## src/rtl/wb_timer.sv

```systemverilog
// Wishbone timer peripheral: prescaled up-counter with compare match, one-shot
// mode and a level interrupt. Single-transfer slave with a one-cycle ack.
module wb_timer #(
    parameter int ADDR_W  = 32,
    parameter int DATA_W  = 32,
    parameter int PRESC_W = 16
) (
    input  logic                wb_clk_i,
    input  logic                rst_ni,
    input  logic [ADDR_W-1:0]   wb_addr_i,
    input  logic [DATA_W-1:0]   wb_wdata_i,
    output logic [DATA_W-1:0]   wb_rdata_o,
    input  logic                wb_wr_en_i,
    input  logic [DATA_W/8-1:0] wb_byte_en_i,
    input  logic                wb_stb_i,
    input  logic                wb_cyc_i,
    output logic                wb_ack_o,
    output logic                irq_o
);

    localparam logic [2:0] OFF_CTRL   = 3'd0;
    localparam logic [2:0] OFF_PRESC  = 3'd1;
    localparam logic [2:0] OFF_CMP    = 3'd2;
    localparam logic [2:0] OFF_COUNT  = 3'd3;
    localparam logic [2:0] OFF_STATUS = 3'd4;

    logic               en_q, en_d;
    logic               oneshot_q, oneshot_d;
    logic               irq_en_q, irq_en_d;
    logic               match_q, match_d;
    logic [PRESC_W-1:0] presc_q, presc_d;
    logic [PRESC_W-1:0] pre_cnt_q, pre_cnt_d;
    logic [31:0]        cmp_q, cmp_d;
    logic [31:0]        count_q, count_d;
    logic               ack_q, ack_d;
    logic [DATA_W-1:0]  rdata_q, rdata_d;

    logic [DATA_W-1:0]  wmask;
    logic [DATA_W-1:0]  rd_mux;
    logic [2:0]         off;
    logic               acc, wr, wr_ctrl, clr, w1c, tick, hit;
    logic               unused_addr;

    genvar gi;
    generate
        for (gi = 0; gi < DATA_W / 8; gi++) begin : g_wmask
            assign wmask[8*gi +: 8] = {8{wb_byte_en_i[gi]}};
        end
    endgenerate

    function automatic logic [31:0] merge(input logic [31:0] old_v,
                                          input logic [31:0] new_v,
                                          input logic [31:0] mask);
        return (old_v & ~mask) | (new_v & mask);
    endfunction

    assign unused_addr = ^{wb_addr_i[ADDR_W-1:5], wb_addr_i[1:0]};
    assign off     = wb_addr_i[4:2];
    assign acc     = wb_cyc_i & wb_stb_i & ~ack_q;
    assign wr      = acc & wb_wr_en_i;
    // CTRL and STATUS bits all live in byte 0.
    assign wr_ctrl = wr & (off == OFF_CTRL) & wb_byte_en_i[0];
    assign clr     = wr_ctrl & wb_wdata_i[3];
    assign w1c     = wr & (off == OFF_STATUS) & wb_byte_en_i[0] & wb_wdata_i[0];
    assign tick    = en_q & (pre_cnt_q == presc_q) & ~clr;
    assign hit     = tick & (count_q == cmp_q);

    always_comb begin
        rd_mux = '0;
        case (off)
            OFF_CTRL:   rd_mux = {29'd0, irq_en_q, oneshot_q, en_q};
            OFF_PRESC:  rd_mux = 32'(presc_q);
            OFF_CMP:    rd_mux = cmp_q;
            OFF_COUNT:  rd_mux = count_q;
            OFF_STATUS: rd_mux = {31'd0, match_q};
            default:    rd_mux = '0;
        endcase
    end

    always_comb begin
        en_d      = en_q;
        oneshot_d = oneshot_q;
        irq_en_d  = irq_en_q;
        match_d   = match_q;
        presc_d   = presc_q;
        pre_cnt_d = pre_cnt_q;
        cmp_d     = cmp_q;
        count_d   = count_q;
        ack_d     = acc;
        rdata_d   = acc ? rd_mux : rdata_q;

        if (en_q)
            pre_cnt_d = (pre_cnt_q == presc_q) ? '0 : pre_cnt_q + 1'b1;
        if (tick)
            count_d = hit ? 32'd0 : count_q + 32'd1;
        if (clr) begin
            pre_cnt_d = '0;
            count_d   = '0;
        end
        if (wr && off == OFF_COUNT)
            count_d = merge(count_q, wb_wdata_i, wmask);

        // Hardware set wins over the software clear in the same edge.
        if (w1c)
            match_d = 1'b0;
        if (hit)
            match_d = 1'b1;

        if (hit && oneshot_q)
            en_d = 1'b0;
        if (wr_ctrl) begin
            en_d      = wb_wdata_i[0];
            oneshot_d = wb_wdata_i[1];
            irq_en_d  = wb_wdata_i[2];
        end

        if (wr && off == OFF_PRESC)
            presc_d = PRESC_W'(merge(32'(presc_q), wb_wdata_i, wmask));
        if (wr && off == OFF_CMP)
            cmp_d = merge(cmp_q, wb_wdata_i, wmask);
    end

    always_ff @(posedge wb_clk_i or negedge rst_ni) begin
        if (!rst_ni) begin
            en_q      <= 1'b0;
            oneshot_q <= 1'b0;
            irq_en_q  <= 1'b0;
            match_q   <= 1'b0;
            presc_q   <= '0;
            pre_cnt_q <= '0;
            cmp_q     <= '0;
            count_q   <= '0;
            ack_q     <= 1'b0;
            rdata_q   <= '0;
        end else begin
            en_q      <= en_d;
            oneshot_q <= oneshot_d;
            irq_en_q  <= irq_en_d;
            match_q   <= match_d;
            presc_q   <= presc_d;
            pre_cnt_q <= pre_cnt_d;
            cmp_q     <= cmp_d;
            count_q   <= count_d;
            ack_q     <= ack_d;
            rdata_q   <= rdata_d;
        end
    end

    assign wb_ack_o   = ack_q;
    assign wb_rdata_o = rdata_q;
    assign irq_o      = match_q & irq_en_q;

endmodule

```

## config.mk

```make
export PLATFORM = sky130hd
export DESIGN_NAME = wb_timer
export DESIGN_NICKNAME = d
export VERILOG_FILES = /design/src/rtl/wb_timer.sv
export SDC_FILE = /design/constraint.sdc
export NUM_CORES = 1
export LEC_CHECK = 0
export CAP_MARGIN = 10
export CORE_ASPECT_RATIO = 1.4
export CORE_MARGIN = 2
export CORE_UTILIZATION = 55
export DETAILED_ROUTE_END_ITERATION = 10
export GPL_TIMING_DRIVEN = 0
export PLACE_DENSITY_LB_ADDON = 0.08
export SYNTH_ARGS = -nofsm -noshare
export SYNTH_HDL_FRONTEND = slang
export SYNTH_SLANG_ARGS = --single-unit
```

## constraint.sdc

```tcl
create_clock -name wb_clk_i -period 3.32 [get_ports wb_clk_i]
set_input_delay 0.498 -clock wb_clk_i [delete_from_list [all_inputs] [get_ports wb_clk_i]]
set_output_delay 0.498 -clock wb_clk_i [all_outputs]
set_load 0.005 [all_outputs]
```

# Word-level counts from Yosys, hierarchy flattened
# Index checks and enable logic that the tools add are counted.
[totals] out_inout_bits=34 latchBits=0 mem_bits_rw=0 input_bits=73 elab_cells=62 reg_bits=133 rom_bits=0 mem_count=0
[op_classes] bitwise_logic=23 addsub=2 multipliers=0 eq_ne=6 n_shift=0 n_mux=12 n_lt_le_gt_ge=0 div_mod_pow=0 n_reduce_logical=9
[op_table] op="$pmux W32 S5" n=1
[op_table] op="$mux W32" n=4
[op_table] op="$and A32 B32 Y32" n=3
[op_table] op="$or A32 B32 Y32" n=2
[op_table] op="$mux W16" n=3
[op_table] op="$add A32 B1 Y32 const B" n=1
[op_table] op="$eq A32 B32 Y1" n=1
[op_table] op="$not A32 Y32" n=1
[op_table] op="$add A16 B1 Y16 const B" n=1
[op_table] op="$and A16 B16 Y16" n=1
[op_table] op="$eq A16 B16 Y1" n=1
[op_table] op="$or A16 B16 Y16" n=1
[op_table] op="$and A1 B1 Y1" n=13
[op_table] op="$eq A3 B2 Y1 const B" n=2
[op_table] op="$reduce_bool A2 Y1" n=3
[op_table] op="$logic_and A1 B1 Y1" n=4
[op_table] op="$mux W1" n=4
[op_table] op="$eq A3 B1 Y1 const B" n=1
[op_table] op="$eq A3 B3 Y1 const B" n=1
[op_table] op="$logic_not A3 Y1" n=1
[op_table] op="$reduce_bool A3 Y1" n=1
[op_table] op="$not A1 Y1" n=2

# Logic depth before layout (Yosys ltp)
# Gate-level depths: netlist of run 1.
[logic_depth] ltp_word=13 ltp_mapped=9 depth_no_buf=7

# Worst setup path after synthesis of run 1
# Ideal clock, no wire load.
[synth_path] path_type="register to register" from="reg (tool-made name)" to="reg (tool-made name)" synth_period_minus_slack_ps=2307 setup_slack_ps=1013 setup_time_ps=127 arrival_time_ps=2180 stages_incl_launch_ff=9 required_time_ps=3193 cell_sequence="dfrtp_1 -> buf_2 -> nand2_2 -> or3_4 -> or3_1 -> buf_2 -> or4_1 -> a311oi_1 -> o21ai_1"

==> qor.txt, run 1 <==
worst-path fanout max = 10
placed instance count = 998
adder-cell share of the synthesized area = 0.00340
Reg power frac = 0.435
DRT Wirelength = 21700 µm
Sequential Area = 3330 µm²
largest family of logic cells by synthesized area = simple AND/OR/NAND/NOR gates
Worst EP required = 3630 ps
H-tree Lvls = 4
Cells after Synth = 738
Skew-Pair Late Insertion Delay = 430 ps
worst slew pin tran = 941 ps
RSZ-0062 raised after global routing = false
ys async rst share = 1.00
layout cells sized above 1 = 0.154
first-pass GRT wire length = 34300 µm
CTS tree = built
Post-route DRC = 0
Max Clock Skew = 7.49 ps
power share of the clock group = 0.395
NetSw = 1.28 mW
Fin. Hold Viols = 0
total CTS buffers = 17
simple-gate share of the synthesized area = 0.179
Crit Path Category = flop to flop
Clock Sinks = 133
Yosys cell types = 60
peak supply drop = 0.316 mV
syn_nets = 813
Logic pwr share = 0.170
Antenna diodes = 0
placer congestion estimate = 0.936
Synth Area per Inst = 9.98 µm²
crit path capture type = flop
number of fill cells = 1073
relative max-transition margin = 0.371
Synth Area in Compound Gates = 0.139
CP startpoint kind = flop
Placed Area = 8390 µm²
drt via density = 6.22
HP Class = primary input to async pin
Tot GR Track Use = 0.317
vias = 6409
P_leak = 3.69 nW
initial core utilization = 0.558
pins over their slew limit = 0
drt pass-1 iters = 5
Routed WL per cell = 21.1 µm
fin area = 8980 µm²
xor/xnor cell area share of the yosys netlist = 0.0630
largest net degree at the start of global routing = 76
most frequent cells in the layout = dfrtp_1 (133), nand2_1 (76), clkdlybuf4s50_1 (76)
buffers added on ports = 77
CP Cell Sequence = xnor2_1, nand4_1, nor4_4, nand4_2, clkbuf_1, a311oi_1, o21ai_0
fin util = 0.680
Seq cells post-synth = 133
Post-synth top flop = dfrtp_1
Post-synth EDFFs = 0
total gr overflow = 0
setup repair bufs after CTS = 0
Critical Path AT = 3500 ps
YS warnings = 0
initial antenna violation count = 0
Setup Viol. Count Final = 0
vias in the first global route = 6391
CTS max path bufs = 2
antenna viol nets, final = 0
synthesis-to-finish area growth = 21.9%
Die Y = 141 µm
Fmax = 313 MHz
mux cell area share after synthesis = 0.124
Max stage delay on crit path = 750 ps
Clock transition at path regs = 60 ps
status = completed
worst hold slack = 30.6 ps
power density cells = 511 nW/µm²
Tcrit/Tclk final = 0.961
multi-input logic area = 3760 µm²
Post-DP HPWL = 16000 µm
# rows = 50
crit path time final = 3190 ps
Final nets = 910
Iter 0 DRT Violations = 412
Core Area = 13200 µm²
WP buf/inv = 1
Finished Layout Cells = 1030
sequential-to-total area share from yosys stat = 0.452
Root Driver = clkbuf_16
internal power = 3.31 mW
width of the chip = 102 µm
number of max-cap violations = 0
Die ar. = 14300 µm²
most common cell after layout, fill and taps aside = dfrtp_1
Syn Std Cell Area = 7370 µm²
# IOs = 107
Top delay family on crit path = simple AND/OR/NAND/NOR gates
CP max-delay cell = nor4_4
Sw Ratio = 0.279
## power groups by stage
stage	sequential, mW	combinational, mW	clock, mW
finish	2.00	0.778	1.81
global route	2.02	0.850	1.90
CTS	1.99	0.776	1.82
detailed placement	2.02	0.773	0
global placement	2.01	0.747	0
floorplan	1.96	0.468	0
## synth_stat cells, drive strengths merged (6+ instances only)
| master | number | area, µm² |
|---|---|---|
| mux2 | 61 | 687 |
| o211ai | 10 | 75.1 |
| a21oi | 10 | 50.1 |
| clkbuf | 33 | 128 |
| inv | 27 | 101 |
| nor2 | 19 | 71.3 |
| a311oi | 8 | 70.1 |
| and3 | 14 | 87.6 |
| nand4 | 31 | 200 |
| o311ai | 6 | 52.6 |
| and2 | 12 | 75.1 |
| nor4 | 8 | 65.1 |
| nor3 | 10 | 55.1 |
| buf | 14 | 67.6 |
| mux2i | 16 | 160 |
| xnor2 | 53 | 464 |
| a31oi | 15 | 93.8 |
| or3 | 6 | 42.5 |
| nand2 | 82 | 323 |
| dfrtp | 133 | 3330 |
| nand3b | 7 | 56.3 |
| nand3 | 30 | 150 |
| a22oi | 27 | 203 |
| o21ai | 54 | 270 |
## stage by stage
| stage | setup slack [ps] | setup TNS (ps) | power [mW] |
|---|---|---|---|
| finish | 129 | 0 | 4.59 |
| global route | 43.7 | 0 | 4.77 |
| CTS | 108 | 0 | 4.59 |
| detailed placement | -301 | -13220 | 2.79 |
| global placement | -3510 | -477020 | 2.76 |
| floorplan | 1010 | 0 | 2.43 |
## metal layers
metal / vias to the layer above / global-route usage / share of wire
met5: - / 0 / 0
met3: 70 / 0.0605 / 0.054
met1: 3156 / 0.381 / 0.39
li1: 2904 / - / -
met4: 0 / 0.176 / 0.048
met2: 279 / 0.527 / 0.51
## logic make-up (layout without fill, tap and decap cells)
family | after synthesis | count (layout)
compound gates | 152 | 152
buf+inv | 74 | 184
simple gates | 244 | 244
xor+xnor | 53 | 53
flops | 133 | 133
mux | 80 | 80
fa+ha+maj | 2 | 2
## timing repair
item	4_1_cts	5_1_grt
hold buffers	0	0
resized for setup	0	4
setup endpoints to repair	0	28
## path summary, 6_finish.rpt
check                                   start             to  slack (ps)  cells after the start
worst max-delay path                     flop           flop         130                      7
worst min-delay path                   rst_ni   pre_cnt_q[4]          30                      1
worst max register to register           flop           flop         130                      7
worst min register to register  wb_rdata_o[6]  wb_rdata_o[6]         480                      2
max in group asynchronous              rst_ni      async pin        2510                      2
min in group wb_clk_i           wb_rdata_o[6]  wb_rdata_o[6]         480                      2
## layout make-up
class	instances	share of cell area
Sequential cell	133	0.371
Inverter	27	0.0113
Multi-Input combinational cell	531	0.419
Tap cell	182	0.0254
Buffer	47	0.0217
Clock inverter	8	0.00822
Clock buffer	24	0.0548
Timing Repair Buffer	78	0.0891
(Power assumes the default switching activity.)
==> inputs of run 2 (changes only) <==
--- a/config.mk
+++ b/config.mk
@@ -6,9 +6,10 @@
 export NUM_CORES = 1
 export LEC_CHECK = 0
 export CAP_MARGIN = 10
+export CELL_PAD_IN_SITES_DETAIL_PLACEMENT = 0
+export CELL_PAD_IN_SITES_GLOBAL_PLACEMENT = 2
 export CORE_ASPECT_RATIO = 1.4
-export CORE_MARGIN = 2
-export CORE_UTILIZATION = 55
+export CORE_UTILIZATION = 35
 export DETAILED_ROUTE_END_ITERATION = 10
 export GPL_TIMING_DRIVEN = 0
 export PLACE_DENSITY_LB_ADDON = 0.08
==> qor.txt, run 2 (synthesis gave the netlist of run 1 again) <==
Die Y = 174 µm (was 141 µm)
vias in the first global route = 6405 (was 6391)
number of max-cap violations = 0 (unchanged)
crit path launch = wb_addr_i[4]
Clock transition at path regs = 60 ps (about the same)
most common cell after layout, fill and taps aside = dfrtp_1 (unchanged)
Crit Path Category = primary input to flop (was flop to flop)
largest net degree at the start of global routing = 84 (was 76)
CTS Hold Bufs = 0 (unchanged)
# rows = 62 (was 50)
crit path capture type = flop (unchanged)
worst-case reg-to-reg path depth = 8 (was 7)
drt pass-1 iters = 5 (unchanged)
FF-to-FF setup slack = 230 ps (was 130 ps)
relative max-transition margin = 0.285 (was 0.371)
CP startpoint kind = primary input (was flop)
first-pass GRT wire length = 38000 µm (was 34300 µm)
HP Class = primary input to async pin (unchanged)
Placed Area = 8490 µm² (was 8390 µm²)
crit path time final = 3190 ps (about the same)
initial core utilization = 0.358 (was 0.558)
power density cells = 515 nW/µm² (was 511 nW/µm²)
P_leak = 3.72 nW (was 3.69 nW)
worst slew pin tran = 1060 ps (was 941 ps)
Final WS setup = 126 ps (was 129 ps)
pins over their slew limit = 0 (unchanged)
Iter 0 DRT Violations = 356 (was 412)
most frequent cells in the layout = dfrtp_1 (133), nand2_1 (76), clkdlybuf4s50_1 (76) (unchanged)
CTS tree = built (unchanged)
synthesis-to-finish area growth = 24.1% (was 21.9%)
Core Area = 20600 µm² (was 13200 µm²)
Routed WL per cell = 22.1 µm (was 21.1 µm)
Fin. Hold Viols = 0 (unchanged)
vias = 6304 (was 6409)
Worst EP required = 3660 ps (was 3630 ps)
fin area = 9140 µm² (was 8980 µm²)
Die ar. = 21600 µm² (was 14300 µm²)
total gr overflow = 0 (unchanged)
Post-route DRC = 0 (unchanged)
worst-path fanout max = 10 (unchanged)
Root Driver = clkbuf_16 (unchanged)
total CTS buffers = 17 (unchanged)
drt via density = 5.68 (was 6.22)
setup TNS = 0 ps (unchanged)
DRT Wirelength = 24500 µm (was 21700 µm)
H-tree Lvls = 4 (unchanged)
Max Clock Skew = 8.92 ps (was 7.49 ps)
Fmax = 313 MHz (about the same)
peak supply drop = 0.359 mV (was 0.316 mV)
Clock Sinks = 133 (unchanged)
CTS max path bufs = 2 (unchanged)
Final nets = 915 (was 910)
status = completed (unchanged)
number of fill cells = 1978 (was 1073)
Tcrit/Tclk final = 0.962 (was 0.961)
Tot GR Track Use = 0.230 (was 0.317)
fin util = 0.445 (was 0.680)
Critical Path AT = 3530 ps (was 3500 ps)
pre-CTS WS = -508 ps (was -301 ps)
buffers added on ports = 77 (unchanged)
Skew-Pair Late Insertion Delay = 420 ps (was 430 ps)
antenna viol nets, final = 0 (unchanged)
width of the chip = 125 µm (was 102 µm)
initial antenna violation count = 0 (unchanged)
Antenna diodes = 0 (unchanged)
Setup Viol. Count Final = 0 (unchanged)
PnR Total Power = 4.70 mW (was 4.59 mW)
Post-DP HPWL = 18300 µm (was 16000 µm)
layout cells sized above 1 = 0.163 (was 0.154)
# IOs = 107 (unchanged)
placer congestion estimate = 0.913 (was 0.936)
==> run 2: changes by cell type in the layout (fill, tap and decap cells not counted), moves of 2 or more <==
cell	previous run	this run
clkbuf_8	4	2
clkinvlp_4	2	4
clkinv_2	4	1
inv_6	0	2
buf_4	1	6
==> run 2: worst min path at each step <==
stage | start | endpoint | slack [ps] | cells past startpoint
after floorplan | rst_ni | async pin | 200 | 0
after global placement | wb_rdata_o[5] | wb_rdata_o[5] | 470 | 2
after detailed placement | wb_rdata_o[6] | wb_rdata_o[6] | 470 | 2
after CTS | rst_ni | wb_rdata_o[0] | 40 | 1
after global routing | rst_ni | wb_rdata_o[0] | 50 | 1
final | rst_ni | wb_rdata_o[0] | 10 | 1
==> run 2: repair_timing <==
action                                  in CTS  in global routing
buffers inserted                             0                  5
endpoints found under the setup margin      25                 45
pin swaps                                    0                  1
resized for setup                            3                  5
==> run 2: cell type report <==
| class | instances | area (µm²) | share of cell area |
|---|---|---|---|
| Buffer | 47 | 196 | 0.0215 |
| Clock buffer | 22 | 464 | 0.0508 |
| Clock inverter | 10 | 121 | 0.0133 |
| Inverter | 27 | 101 | 0.0111 |
| Multi-Input combinational cell | 531 | 3770 | 0.413 |
| Sequential cell | 133 | 3330 | 0.364 |
| Tap cell | 256 | 320 | 0.0350 |
| Timing Repair Buffer | 83 | 837 | 0.0916 |
==> run 2: power by group <==
part / internal [mW] / total, mW / switching (mW)
clock: 1.15 / 1.92 / 0.765
combinational: 0.408 / 0.790 / 0.382
sequential: 1.80 / 2.00 / 0.201
==> run 2: stage by stage <==
| step | hold slack, ps | cells |
|---|---|---|
| detailed placement | 471 | 1072 |
| global route | 48.0 | 1109 |
| CTS | 40.6 | 1104 |
| global placement | 467 | 1071 |
| finish | 14.3 | 1109 |
| floorplan | 202 | 738 |
==> run 2: layer usage <==
metal,global-route usage,share of wire,up-vias
met1,0.280,0.41,3155
met2,0.403,0.52,194
li1,-,-,2910
met5,0,0,-
met4,0.0939,0.032,0
met3,0.0352,0.040,45
==> run 2: critical path: stages <==
cell             delay [ps]
clkdlybuf4s50_1         600
nor4bb_1                100
clkbuf_1                220
and3_1                  230
buf_2                   200
nor2_2                  420
buf_2                   340
clkbuf_1                570
nand3_1                 150
a2bb2oi_1               190
==> inputs of run 3 (changes only) <==
--- a/config.mk
+++ b/config.mk
@@ -10,9 +10,11 @@
 export CELL_PAD_IN_SITES_GLOBAL_PLACEMENT = 2
 export CORE_ASPECT_RATIO = 1.4
 export CORE_UTILIZATION = 35
+export CTS_CLUSTER_DIAMETER = 50
 export DETAILED_ROUTE_END_ITERATION = 10
 export GPL_TIMING_DRIVEN = 0
 export PLACE_DENSITY_LB_ADDON = 0.08
+export SLEW_MARGIN = 20
 export SYNTH_ARGS = -nofsm -noshare
 export SYNTH_HDL_FRONTEND = slang
 export SYNTH_SLANG_ARGS = --single-unit
==> qor.txt, run 3 (synthesis gave the netlist of run 1 again) <==
status = completed (unchanged)
buffers added on ports = 77 (unchanged)
Tot GR Track Use = 0.230 (about the same)
# rows = 62 (unchanged)
fin util = 0.445 (about the same)
Top delay family on crit path = buffers and inverters (unchanged)
worst slew pin tran = 1050 ps (was 1060 ps)
crit path time final = 3160 ps (was 3190 ps)
drt via density = 5.66 (was 5.68)
CTS tree = built (unchanged)
initial core utilization = 0.358 (unchanged)
Critical Path AT = 3500 ps (was 3530 ps)
vias = 6284 (was 6304)
CP startpoint kind = primary input (unchanged)
Routed WL per cell = 22.0 µm (was 22.1 µm)
number of fill cells = 1985 (was 1978)
multi-input logic area = 3770 µm² (unchanged)
Core Area = 20600 µm² (unchanged)
antenna viol nets, final = 0 (unchanged)
vias in the first global route = 6403 (was 6405)
H-tree Lvls = 4 (unchanged)
peak supply drop = 0.356 mV (was 0.359 mV)
HP Class = flop to flop (was primary input to async pin)
first-pass GRT wire length = 38000 µm (about the same)
placer congestion estimate = 0.913 (unchanged)
Reg power frac = 0.425 (about the same)
Clock transition at path regs = 60 ps (about the same)
power density cells = 514 nW/µm² (was 515 nW/µm²)
placed instance count = 1072 (unchanged)
# IOs = 107 (unchanged)
internal power = 3.36 mW (was 3.35 mW)
Clock Sinks = 133 (unchanged)
Logic pwr share = 0.168 (about the same)
Sequential Area = 3330 µm² (unchanged)
total CTS buffers = 17 (unchanged)
initial antenna violation count = 0 (unchanged)
CP Cell Sequence = clkdlybuf4s50_1, nor4bb_1, clkbuf_1, and3_1, buf_2, nor2_2, buf_2, clkbuf_1, nand3_1, a2bb2oi_1 (unchanged)
Fin. Hold Viols = 0 (unchanged)
number of max-cap violations = 0 (unchanged)
Finished Layout Cells = 1110 (was 1109)
Sw Ratio = 0.287 (about the same)
Setup Viol. Count Final = 0 (unchanged)
NetSw = 1.35 mW (about the same)
most common cell after layout, fill and taps aside = dfrtp_1 (unchanged)
Post-route DRC = 0 (unchanged)
largest net degree at the start of global routing = 84 (unchanged)
Crit Path Category = primary input to flop (unchanged)
P_leak = 3.73 nW (was 3.72 nW)
synthesis-to-finish area growth = 24.3% (was 24.1%)
total gr overflow = 0 (unchanged)
Skew-Pair Late Insertion Delay = 420 ps (about the same)
Die ar. = 21600 µm² (unchanged)
Die Y = 174 µm (unchanged)
Post-DP HPWL = 18300 µm (about the same)
relative max-transition margin = 0.292 (was 0.285)
width of the chip = 125 µm (unchanged)
Tcrit/Tclk final = 0.953 (was 0.962)
Worst EP required = 3660 ps (about the same)
Max Clock Skew = 9.28 ps (was 8.92 ps)
drt pass-1 iters = 7 (was 5)
crit path capture type = flop (unchanged)
CTS max path bufs = 2 (unchanged)
Iter 0 DRT Violations = 401 (was 356)
worst-path fanout max = 10 (unchanged)
Fmax = 316 MHz (was 313 MHz)
Root Driver = clkbuf_16 (unchanged)
WP buf/inv = 5 (unchanged)
DRT Wirelength = 24400 µm (was 24500 µm)
Final nets = 916 (was 915)
Antenna diodes = 0 (unchanged)
most frequent cells in the layout = dfrtp_1 (133), nand2_1 (76), clkdlybuf4s50_1 (76) (unchanged)
power share of the clock group = 0.407 (about the same)
CP max-delay cell = clkdlybuf4s50_1 (unchanged)
Max stage delay on crit path = 600 ps (about the same)
layout cells sized above 1 = 0.163 (about the same)
pins over their slew limit = 0 (unchanged)
run 3: cell count changes in the layout (fill, tap and decap cells not counted), sizes merged:
cell,before,now
dlygate4sd3,0,1
run 3: power groups by stage:
stage               Clock (mW)  Combinational [mW]  Sequential [mW]
floorplan                    0               0.468             1.96
global placement             0               0.778             2.02
detailed placement           0               0.796             2.02
CTS                       1.94               0.800             2.00
global route              2.01               0.867             2.02
finish                    1.92               0.792             2.00
run 3: per-stage QoR:
step	area [µm²]	setup WS, ps	TNS [ps]	hold slack (ps)	total power [mW]
3_5_place_dp	8490	-504	-26170	443	2.82
4_1_cts	9100	27.5	0	485	4.74
5_1_grt	9150	-2.65	-2.65	500	4.90
6_report	9150	156	0	476	4.70
2_1_floorplan	7370	1010	0	202	2.43
3_3_place_gp	8460	-3920	-544440	467	2.79
run 3: worst register-to-register path, stage by stage (launching register included):
cell,delay (ps)
dfrtp_1,320
clkbuf_1,340
nand3_1,280
or2_2,410
nor3_1,580
clkbuf_1,470
nand3_1,140
a311oi_1,300
o21ai_0,130
run 3: cell type report:
| class | instances | share of cell area |
|---|---|---|
| inverters | 27 | 0.0111 |
| multi-input cells | 531 | 0.412 |
| repair buffers | 84 | 0.0929 |
| flip-flops and latches | 133 | 0.364 |
| plain buffers | 47 | 0.0215 |
| clock inverters | 10 | 0.0133 |
| well taps | 256 | 0.0350 |
| clock buffers | 22 | 0.0507 |
run 3: final timing paths:
check / start / endpoint / slack, ps / cells past startpoint
worst min-delay path: wb_rdata_o[9] / wb_rdata_o[9] / 480 / 2
max in group asynchronous: rst_ni / async pin / 1940 / 3
min in group asynchronous: rst_ni / wb_rdata_o[0] / 580 / 2
worst max-delay path: wb_addr_i[4] / flop / 160 / 10
worst max register to register: flop / flop / 250 / 8
worst min register to register: wb_rdata_o[9] / wb_rdata_o[9] / 480 / 2
run 3: routing by layer:
layer / up-vias / GRT usage / wire length [µm] / share of wire
li1: 2914 / - / - / -
met1: 3163 / 0.280 / 10200 / 0.42
met2: 163 / 0.403 / 12600 / 0.51
met3: 44 / 0.0355 / 861 / 0.035
met4: 0 / 0.0944 / 830 / 0.034
met5: - / 0 / 0 / 0
run 3: repair_timing:
item                       4_1_cts  5_1_grt
pin swaps                        0        1
gates cloned                     0        0
resized for setup                3        5
setup buffers                    0        5
hold buffers                     1        0
hold endpoints to repair         4        0
setup endpoints to repair       25       45
